--- src/rtl/muldiv_unit.sv ---
// Iterative 32-bit multiply/divide unit with architectural HI/LO registers.
// Shift-add multiply and restoring divide, one bit per cycle, with a final sign-fix cycle.
module muldiv_unit #(
  parameter int WIDTH = 32
) (
  input  logic             W_clk,
  input  logic             W_rst_n,
  input  logic             W_start,
  input  logic [2:0]       W_op,
  input  logic [WIDTH-1:0] W_a,
  input  logic [WIDTH-1:0] W_b,
  input  logic             W_cancel,
  output logic             R_busy,
  output logic             R_done,
  output logic [WIDTH-1:0] R_hi,
  output logic [WIDTH-1:0] R_lo
);

  localparam int CNT_W = $clog2(WIDTH);
  localparam logic [CNT_W-1:0] LAST_ITER = CNT_W'(WIDTH - 1);

  localparam logic [2:0] OP_MULT  = 3'b000;
  localparam logic [2:0] OP_MULTU = 3'b001;
  localparam logic [2:0] OP_DIV   = 3'b010;
  localparam logic [2:0] OP_DIVU  = 3'b011;
  localparam logic [2:0] OP_MTHI  = 3'b100;
  localparam logic [2:0] OP_MTLO  = 3'b101;

  typedef enum logic [1:0] {S_IDLE, S_MUL, S_DIV, S_FIX} state_t;

  state_t           state, state_nxt;
  logic [CNT_W-1:0] cnt;
  logic [WIDTH-1:0] acc_hi;     // partial product high half / partial remainder
  logic [WIDTH-1:0] acc_lo;     // multiplier being shifted out / quotient being shifted in
  logic [WIDTH:0]   opnd_b;     // magnitude of rt, 33 bits so 0x80000000 is exact
  logic [WIDTH-1:0] a_raw;
  logic             is_div;
  logic             neg_lo;
  logic             neg_hi;
  logic             div_zero;

  function automatic logic [WIDTH:0] magnitude(input logic [WIDTH:0] v);
    return v[WIDTH] ? -v : v;
  endfunction

  logic             op_signed;
  logic             op_mul;
  logic             op_div;
  logic [WIDTH:0]   a_mag;
  logic [WIDTH:0]   b_mag;
  logic [WIDTH:0]   mul_sum;
  logic [WIDTH:0]   div_shift;
  logic             div_ge;
  logic [2*WIDTH-1:0] prod_fix;
  logic [WIDTH-1:0] quo_fix;
  logic [WIDTH-1:0] rem_fix;

  assign op_signed = (W_op == OP_MULT) || (W_op == OP_DIV);
  assign op_mul    = (W_op == OP_MULT) || (W_op == OP_MULTU);
  assign op_div    = (W_op == OP_DIV)  || (W_op == OP_DIVU);
  assign a_mag     = magnitude({op_signed & W_a[WIDTH-1], W_a});
  assign b_mag     = magnitude({op_signed & W_b[WIDTH-1], W_b});

  assign mul_sum   = {1'b0, acc_hi} + (acc_lo[0] ? opnd_b : '0);
  assign div_shift = {acc_hi, acc_lo[WIDTH-1]};
  assign div_ge    = div_shift >= opnd_b;

  assign prod_fix  = neg_lo ? -{acc_hi, acc_lo} : {acc_hi, acc_lo};
  assign quo_fix   = neg_lo ? -acc_lo : acc_lo;
  assign rem_fix   = neg_hi ? -acc_hi : acc_hi;

  assign R_busy    = (state != S_IDLE);

  always_ff @(posedge W_clk or negedge W_rst_n) begin
    if (!W_rst_n) state <= S_IDLE;
    else          state <= state_nxt;
  end

  // NOTE: every signal written in always_comb gets a default first, so no path infers a latch.
  always_comb begin
    state_nxt = state;
    unique case (state)
      S_IDLE: begin
        if (W_start && op_mul)      state_nxt = S_MUL;
        else if (W_start && op_div) state_nxt = S_DIV;
      end
      S_MUL, S_DIV: begin
        if (W_cancel)               state_nxt = S_IDLE;
        else if (cnt == LAST_ITER)  state_nxt = S_FIX;
      end
      S_FIX:   state_nxt = S_IDLE;
      default: state_nxt = S_IDLE;
    endcase
  end

  // NOTE: sequential state uses non-blocking assignments only; the later R_done write overrides the default.
  always_ff @(posedge W_clk or negedge W_rst_n) begin
    if (!W_rst_n) begin
      cnt      <= '0;
      acc_hi   <= '0;
      acc_lo   <= '0;
      opnd_b   <= '0;
      a_raw    <= '0;
      is_div   <= 1'b0;
      neg_lo   <= 1'b0;
      neg_hi   <= 1'b0;
      div_zero <= 1'b0;
      R_done   <= 1'b0;
      R_hi     <= '0;
      R_lo     <= '0;
    end else begin
      R_done <= 1'b0;
      unique case (state)
        S_IDLE: begin
          if (W_start) begin
            if (op_mul || op_div) begin
              cnt      <= '0;
              acc_hi   <= '0;
              acc_lo   <= WIDTH'(a_mag);
              opnd_b   <= b_mag;
              a_raw    <= W_a;
              is_div   <= op_div;
              neg_lo   <= op_signed & (W_a[WIDTH-1] ^ W_b[WIDTH-1]);
              neg_hi   <= op_signed & W_a[WIDTH-1];
              div_zero <= (W_b == '0);
            end else if (W_op == OP_MTHI) begin
              R_hi <= W_a;
            end else if (W_op == OP_MTLO) begin
              R_lo <= W_a;
            end
          end
        end
        S_MUL: begin
          acc_hi <= mul_sum[WIDTH:1];
          acc_lo <= {mul_sum[0], acc_lo[WIDTH-1:1]};
          cnt    <= cnt + 1'b1;
        end
        S_DIV: begin
          acc_hi <= div_ge ? WIDTH'(div_shift - opnd_b) : div_shift[WIDTH-1:0];
          acc_lo <= {acc_lo[WIDTH-2:0], div_ge};
          cnt    <= cnt + 1'b1;
        end
        S_FIX: begin
          if (!W_cancel) begin
            R_done <= 1'b1;
            if (!is_div) begin
              {R_hi, R_lo} <= prod_fix;
            end else if (div_zero) begin
              R_hi <= a_raw;
              R_lo <= '1;
            end else begin
              R_hi <= rem_fix;
              R_lo <= quo_fix;
            end
          end
        end
        default: ;
      endcase
    end
  end

endmodule

--- config.mk ---
export PLATFORM = sky130hd
export DESIGN_NAME = muldiv_unit
export DESIGN_NICKNAME = d
export VERILOG_FILES = /design/src/rtl/muldiv_unit.sv
export SDC_FILE = /design/constraint.sdc
export NUM_CORES = 1
export LEC_CHECK = 0
export CORE_MARGIN = 5
export CORE_UTILIZATION = 60
export DETAILED_ROUTE_END_ITERATION = 12
export PLACE_DENSITY = 0.9
export SLEW_MARGIN = 20
export SYNTH_ARGS = -nofsm -noshare
export SYNTH_HDL_FRONTEND = slang
export SYNTH_SLANG_ARGS = --single-unit
--- constraint.sdc ---
create_clock -name W_clk -period 5.12 [get_ports W_clk]
set_input_delay 0.768 -clock W_clk [delete_from_list [all_inputs] [get_ports W_clk]]
set_output_delay 0.768 -clock W_clk [all_outputs]
set_load 0.1 [all_outputs]
==> flow_summary.yaml, run 1 <==
clock_network:
  cts_resized: 0
  worstSkewPairLatency_ns: 0.54
  cts-root-to-sink-buffers: 3
  clock_sink_count: 205
  htree_levels: 1
  tritoncts.num_buffers: 24
  tritoncts: "done"
  hold_buffers: 0
  path_clk_slew_ns: 0.06
  postCtsSetupRepairBufs: 0
  clock-root-buffer: "clkbuf_16"
logic_synthesis:
  syn_area_um2: 16600
  async_reset_ff_frac: 1.00
  postSynthNetCount: 2261
  synth_area_leaders: "dfrtp_1, o21ai_0, ha_1"
  synth.cells.most_frequent: "nand2_1, dfrtp_1, nor2_1"
  number_of_standard_cells_after_synthesis: 2113
  synth-edff-count: 0
  dominantRegCellSynth: "dfrtp_1"
  yosys.cell_count.top_type: "nand2_1"
  largest_area_contributor_in_the_synthesized_netlist: "dfrtp_1"
  ys_warn_count: 0
  yosysSeqAreaShare: 0.309
  postSynthAreaPerCell_um2: 7.85
  synth-seq-cells: 205
  post_synth_top_area_share: 0.309
  synth.lib_cells_used.distinct: 82
route:
  route.vias.total: 17000
  drc_errors: 0
  detail_route.first_pass.iterations: 7
  ant_nets: 0
  drt_wl_total_mm: 54.1
  route.detailed.vias_per_inst: 6.69
  routedWlPerCell_um: 21.3
  drt-initial-drc-count: 2199
grt:
  groute.usage.overall: 0.339
  grt_first_pass_wirelength_mm: 86.4
  first_global_vias: 16600
  number_of_antenna_violations_at_the_first_check_in_global_routing: 0
  global_route.overflow_total: 0
  grt_start_max_net_pins: 93
final_layout:
  antenna_cells: 0
  syn2layout_area_growth_pct: 14.2
  utilization: 0.699
  layout-drive-gt1-share: 0.0619
  finish.net_count: 2295
floorplanning:
  initial_core_util: 0.612
  die-area_um2: 31100
  core_area_um2: 27100
  fp.dieH_um: 176
  std_cell_rows: 60
  ports: 137
  dieWidth_um: 176
critical_path:
  worst_r2r_startpoint: "acc_hi[9]$_DFFE_PN0P_"
  ff2ff_path_depth: 11
  crit_path_max_incr_delay_ns: 0.71
  crit_path_top_delay_cell: "dfrtp_1"
  crit_fanout: 39
  crit_chain: "ha_1, a21oi_1, o21ai_0, a221o_1, nor3_1, a21oi_1, nor2_2, buf_4, nor2_1, a222oi_1, o21ai_0"
  critPathRequiredTime_ns: 5.51
  endpoint_kind: "register"
  worst-setup-path-type: "reg2reg"
  setup.reg_to_reg.worst_slack_ns: 1.15
  critPathArrivalTime_ns: 4.36
  timing.rr.end: "acc_hi[31]$_DFFE_PN0P_"
  critPathLaunchType: "register"
timing:
  finalCriticalPeriod_ns: 3.97
  fin_crit_sh: 0.776
  rsz0062_at_grt: "false"
  maxClockFrequency_mhz: 252
  hold_viol_final: 0
  worst_tran_pin_value_ns: 1.14
  setup-violations-final: 0
  setup_tns_ns: 0
  post-route-worst-setup-slack_ns: 1.15
  timing.clock.skew_ns: 0.0265
  slew_headroom: 0.234
  report.final.slew_viol_count: 0
  holdWs_ns: 0.331
place:
  dp_worst_setup_slack_ns: 0.902
  hpwl_mm: 39.7
  place_congestion: 0.994
  port_buffers: 136
job:
  max_cap_violations: 0
worst_hold_path:
  worst_hold_path_type: "in2async"
run_status:
  status: "complete, no violations"
[registers in the layout (all words and copies together), names as in the netlist]
signal    flops
opnd_b       33
acc_hi       32
R_hi         32
state         2
neg_lo        1
R_lo         32
R_done        1
is_div        1
neg_hi        1
acc_lo       32
div_zero      1
a_raw        32
cnt           5
[kinds of logic after synthesis]
| family | Yosys count | synth area share |
|---|---|---|
| AOI/OAI and AO/OA | 694 | 0.266 |
| xor gates and xnor gates | 169 | 0.0893 |
| adders and majority gates | 77 | 0.0590 |
| buffers and inverters | 232 | 0.0536 |
| DFF | 205 | 0.309 |
| muxes | 44 | 0.0286 |
| and+or+nand+nor | 692 | 0.194 |
[critical path, delay by kind of cell (launching register included)]
family	cells	cell delay [ns]
flops	1	0.71
simple gates	3	0.73
buf+inv	1	0.40
fa+ha+maj	1	0.43
compound gates	6	1.54
[final cells by class]
cell class,count,area [um^2]
multi-input cells,1676,10600
fillers,2222,8160
flip-flops and latches,205,5130
repair buffers,164,1580
clock buffers,32,711
well taps,372,465
inverters,76,285
clock inverters,11,173
[metal layers]
metal  part of all wire  global-route usage  vias up
met5                  0                   0        -
met4              0.055               0.161        0
met3               0.10              0.0615      217
met2               0.46               0.554     1080
met1               0.38               0.438     7938
li1                   -                   -     7727
[cells in the final DEF, fill, tap and decap left out, drive strengths merged, types with 28 or more instances in the layout]
cell | netlist | routed
dfrtp | 205 | 205
a21oi | 158 | 158
ha | 75 | 75
nor3 | 45 | 45
nor2 | 205 | 205
nand3 | 30 | 30
o21ai | 210 | 210
xor2 | 80 | 80
a221oi | 33 | 33
clkbuf | 143 | 33
nand2 | 238 | 238
o22ai | 35 | 35
o31ai | 48 | 48
xnor2 | 89 | 89
buf | 13 | 28
inv | 75 | 76
a21o | 33 | 33
clkdlybuf4s50 | 0 | 135
[worst max path at each step]
stage / slack [ns] / startpoint / end
2_1_floorplan: 1.57 / acc_lo[12]$_DFFE_PN0P_ / R_hi[30]$_DFFE_PN0P_
3_3_place_gp: 1.11 / W_a[0] / acc_lo[30]$_DFFE_PN0P_
3_5_place_dp: 0.90 / W_a[1] / acc_lo[28]$_DFFE_PN0P_
4_1_cts: 1.32 / acc_hi[9]$_DFFE_PN0P_ / acc_hi[31]$_DFFE_PN0P_
5_1_grt: 0.91 / acc_lo[0]$_DFFE_PN0P_ / acc_hi[29]$_DFFE_PN0P_
6_report: 1.15 / acc_hi[9]$_DFFE_PN0P_ / acc_hi[31]$_DFFE_PN0P_
[stage by stage]
| stage | instances | cell area, um^2 |
|---|---|---|
| 6_report | 2536 | 18900 |
| 5_1_grt | 2536 | 18900 |
| 4_1_cts | 2536 | 18900 |
| 2_1_floorplan | 2113 | 16600 |
| 3_5_place_dp | 2493 | 18100 |
| 3_3_place_gp | 2493 | 18100 |
Power of run 1 is not shown: default switching activity piles up to over one toggle a cycle in this logic, so the estimate is an artifact.
==> run 2: changes to the inputs <==
CORE_UTILIZATION = 54   (was 60)
PLACE_DENSITY = 0.86   (was 0.9)
clock period = 3.3 ns   (was 5.12 ns; I/O delays follow)
==> flow_summary.yaml, run 2 (synthesis results as in run 1) <==
grt:
  grt_start_max_net_pins: 74
  first_global_vias: 17100
  groute.usage.overall: 0.325
  global_route.overflow_total: 0
  number_of_antenna_violations_at_the_first_check_in_global_routing: 0
  grt_first_pass_wirelength_mm: 90.8
timing:
  report.final.slew_viol_count: 0
  worst_tran_pin_value_ns: 1.03
  timing.clock.skew_ns: 0.0121
  setup-violations-final: 0
  slew_headroom: 0.314
  finalCriticalPeriod_ns: 3.24
  fin_crit_sh: 0.983
  post-route-worst-setup-slack_ns: 0.0552
  hold_viol_final: 10
  maxClockFrequency_mhz: 308
  rsz0062_at_grt: "true"
  holdWs_ns: -0.0354
run_status:
  status: "finished with violations"
  failed_checks: "negative hold slack"
place:
  port_buffers: 136
  place_congestion: 0.974
  dp_worst_setup_slack_ns: -0.147
  post_dp_cell_area_um2: 19500
  hpwl_mm: 42.9
route:
  routedWlPerCell_um: 21.1
  detail_route.first_pass.iterations: 6
  ant_nets: 0
  wirelength_met1_mm: 22.5
  wl_met3_mm: 5.60
  highest-signal-layer: "met4"
  route.met2.wl_mm: 27.0
  route.detailed.vias_per_inst: 6.46
  drc_errors: 0
  drt-initial-drc-count: 1863
  drt_wl_total_mm: 58.0
  route.vias.total: 17700
job:
  max_cap_violations: 0
final_layout:
  filler_instances: 2501
  regMostFlops: "opnd_b"
  antenna_cells: 0
  postLayoutCellArea_um2: 20600
  finish.net_count: 2482
  layout.cells.most_common: "nand2_1"
  layout-drive-gt1-share: 0.159
  largest_register_ff_count: 33
  syn2layout_area_growth_pct: 24.1
  leading_cell_types_in_the_layout_fill_and_taps_excluded: "nand2_1, buf_4, dfrtp_1"
clock_network:
  worstSkewPairLatency_ns: 0.53
  tritoncts.num_buffers: 25
  tritoncts: "done"
  hold_buffers: 0
  htree_levels: 1
  cts-root-to-sink-buffers: 3
  clock_sink_count: 205
  path_clk_slew_ns: 0.06
  clock-root-buffer: "clkbuf_16"
floorplanning:
  dieWidth_um: 185
  fp.dieH_um: 185
  initial_core_util: 0.545
  ports: 137
  std_cell_rows: 64
  core_area_um2: 30400
  die-area_um2: 34300
worst_hold_path:
  worst_hold_path_type: "in2async"
critical_path:
  critPathRequiredTime_ns: 3.70
  critPathArrivalTime_ns: 3.65
  crit_fanout: 7
  ff2ff_path_depth: 10
  critPathLaunchType: "register"
  endpoint_kind: "register"
  worst-setup-path-type: "reg2reg"
-- run 2: per-stage QoR --
step / setup TNS (ns) / instances / utilization
2_1_floorplan: -0.168 / 2113 / -
3_3_place_gp: -0.0579 / 2698 / 0.640
3_5_place_dp: -0.583 / 2698 / 0.640
4_1_cts: 0 / 2744 / 0.669
5_1_grt: -0.204 / 2748 / 0.676
6_report: 0 / 2748 / 0.676
-- run 2: final cells by class --
| class | instances | area, um^2 | share of cell area |
|---|---|---|---|
| Inverter | 76 | 285 | 0.0139 |
| Multi-Input combinational cell | 1676 | 10800 | 0.526 |
| Clock buffer | 32 | 702 | 0.0341 |
| Tap cell | 396 | 495 | 0.0241 |
| Clock inverter | 13 | 146 | 0.00712 |
| Timing Repair Buffer | 350 | 3000 | 0.146 |
| Sequential cell | 205 | 5130 | 0.249 |
-- run 2: worst paths after layout --
path	start	endpoint	slack [ns]
max in group asynchronous	W_rst_n	a_raw[27]$_DFFE_PN0P_	2.49
min in group W_clk	opnd_b[10]$_DFFE_PN0P_	opnd_b[10]$_DFFE_PN0P_	0.47
worst max-delay path	acc_lo[15]$_DFFE_PN0P_	R_hi[21]$_DFFE_PN0P_	0.06
worst max register to register	acc_lo[15]$_DFFE_PN0P_	R_hi[21]$_DFFE_PN0P_	0.06
worst min-delay path	W_rst_n	R_lo[2]$_DFFE_PN0P_	-0.04
worst min register to register	opnd_b[10]$_DFFE_PN0P_	opnd_b[10]$_DFFE_PN0P_	0.47
-- run 2: per-layer routing --
layer / global-route usage / up-vias
met3: 0.0395 / 207
met5: 0 / -
met1: 0.423 / 8376
met4: 0.147 / 0
met2: 0.543 / 1047
li1: - / 8109
-- run 2: worst max-delay path, stage by stage, from the launching register on --
cell and delay, ns:
dfrtp_1 0.38, or4_4 0.54, or4_4 0.43, or3_4 0.37
buf_6 0.15, or3_4 0.42, o21ai_4 0.16, buf_4 0.16
o21ai_0 0.07, o31ai_1 0.32, a211oi_1 0.12
-- run 2: repair_timing --
action,in CTS,in global routing
setup buffers,1,4
pin swaps,6,16
endpoints found under the setup margin,13,44
hold endpoints to repair,0,0
resized for setup,10,47
Power of run 2 is left out for the same reason.
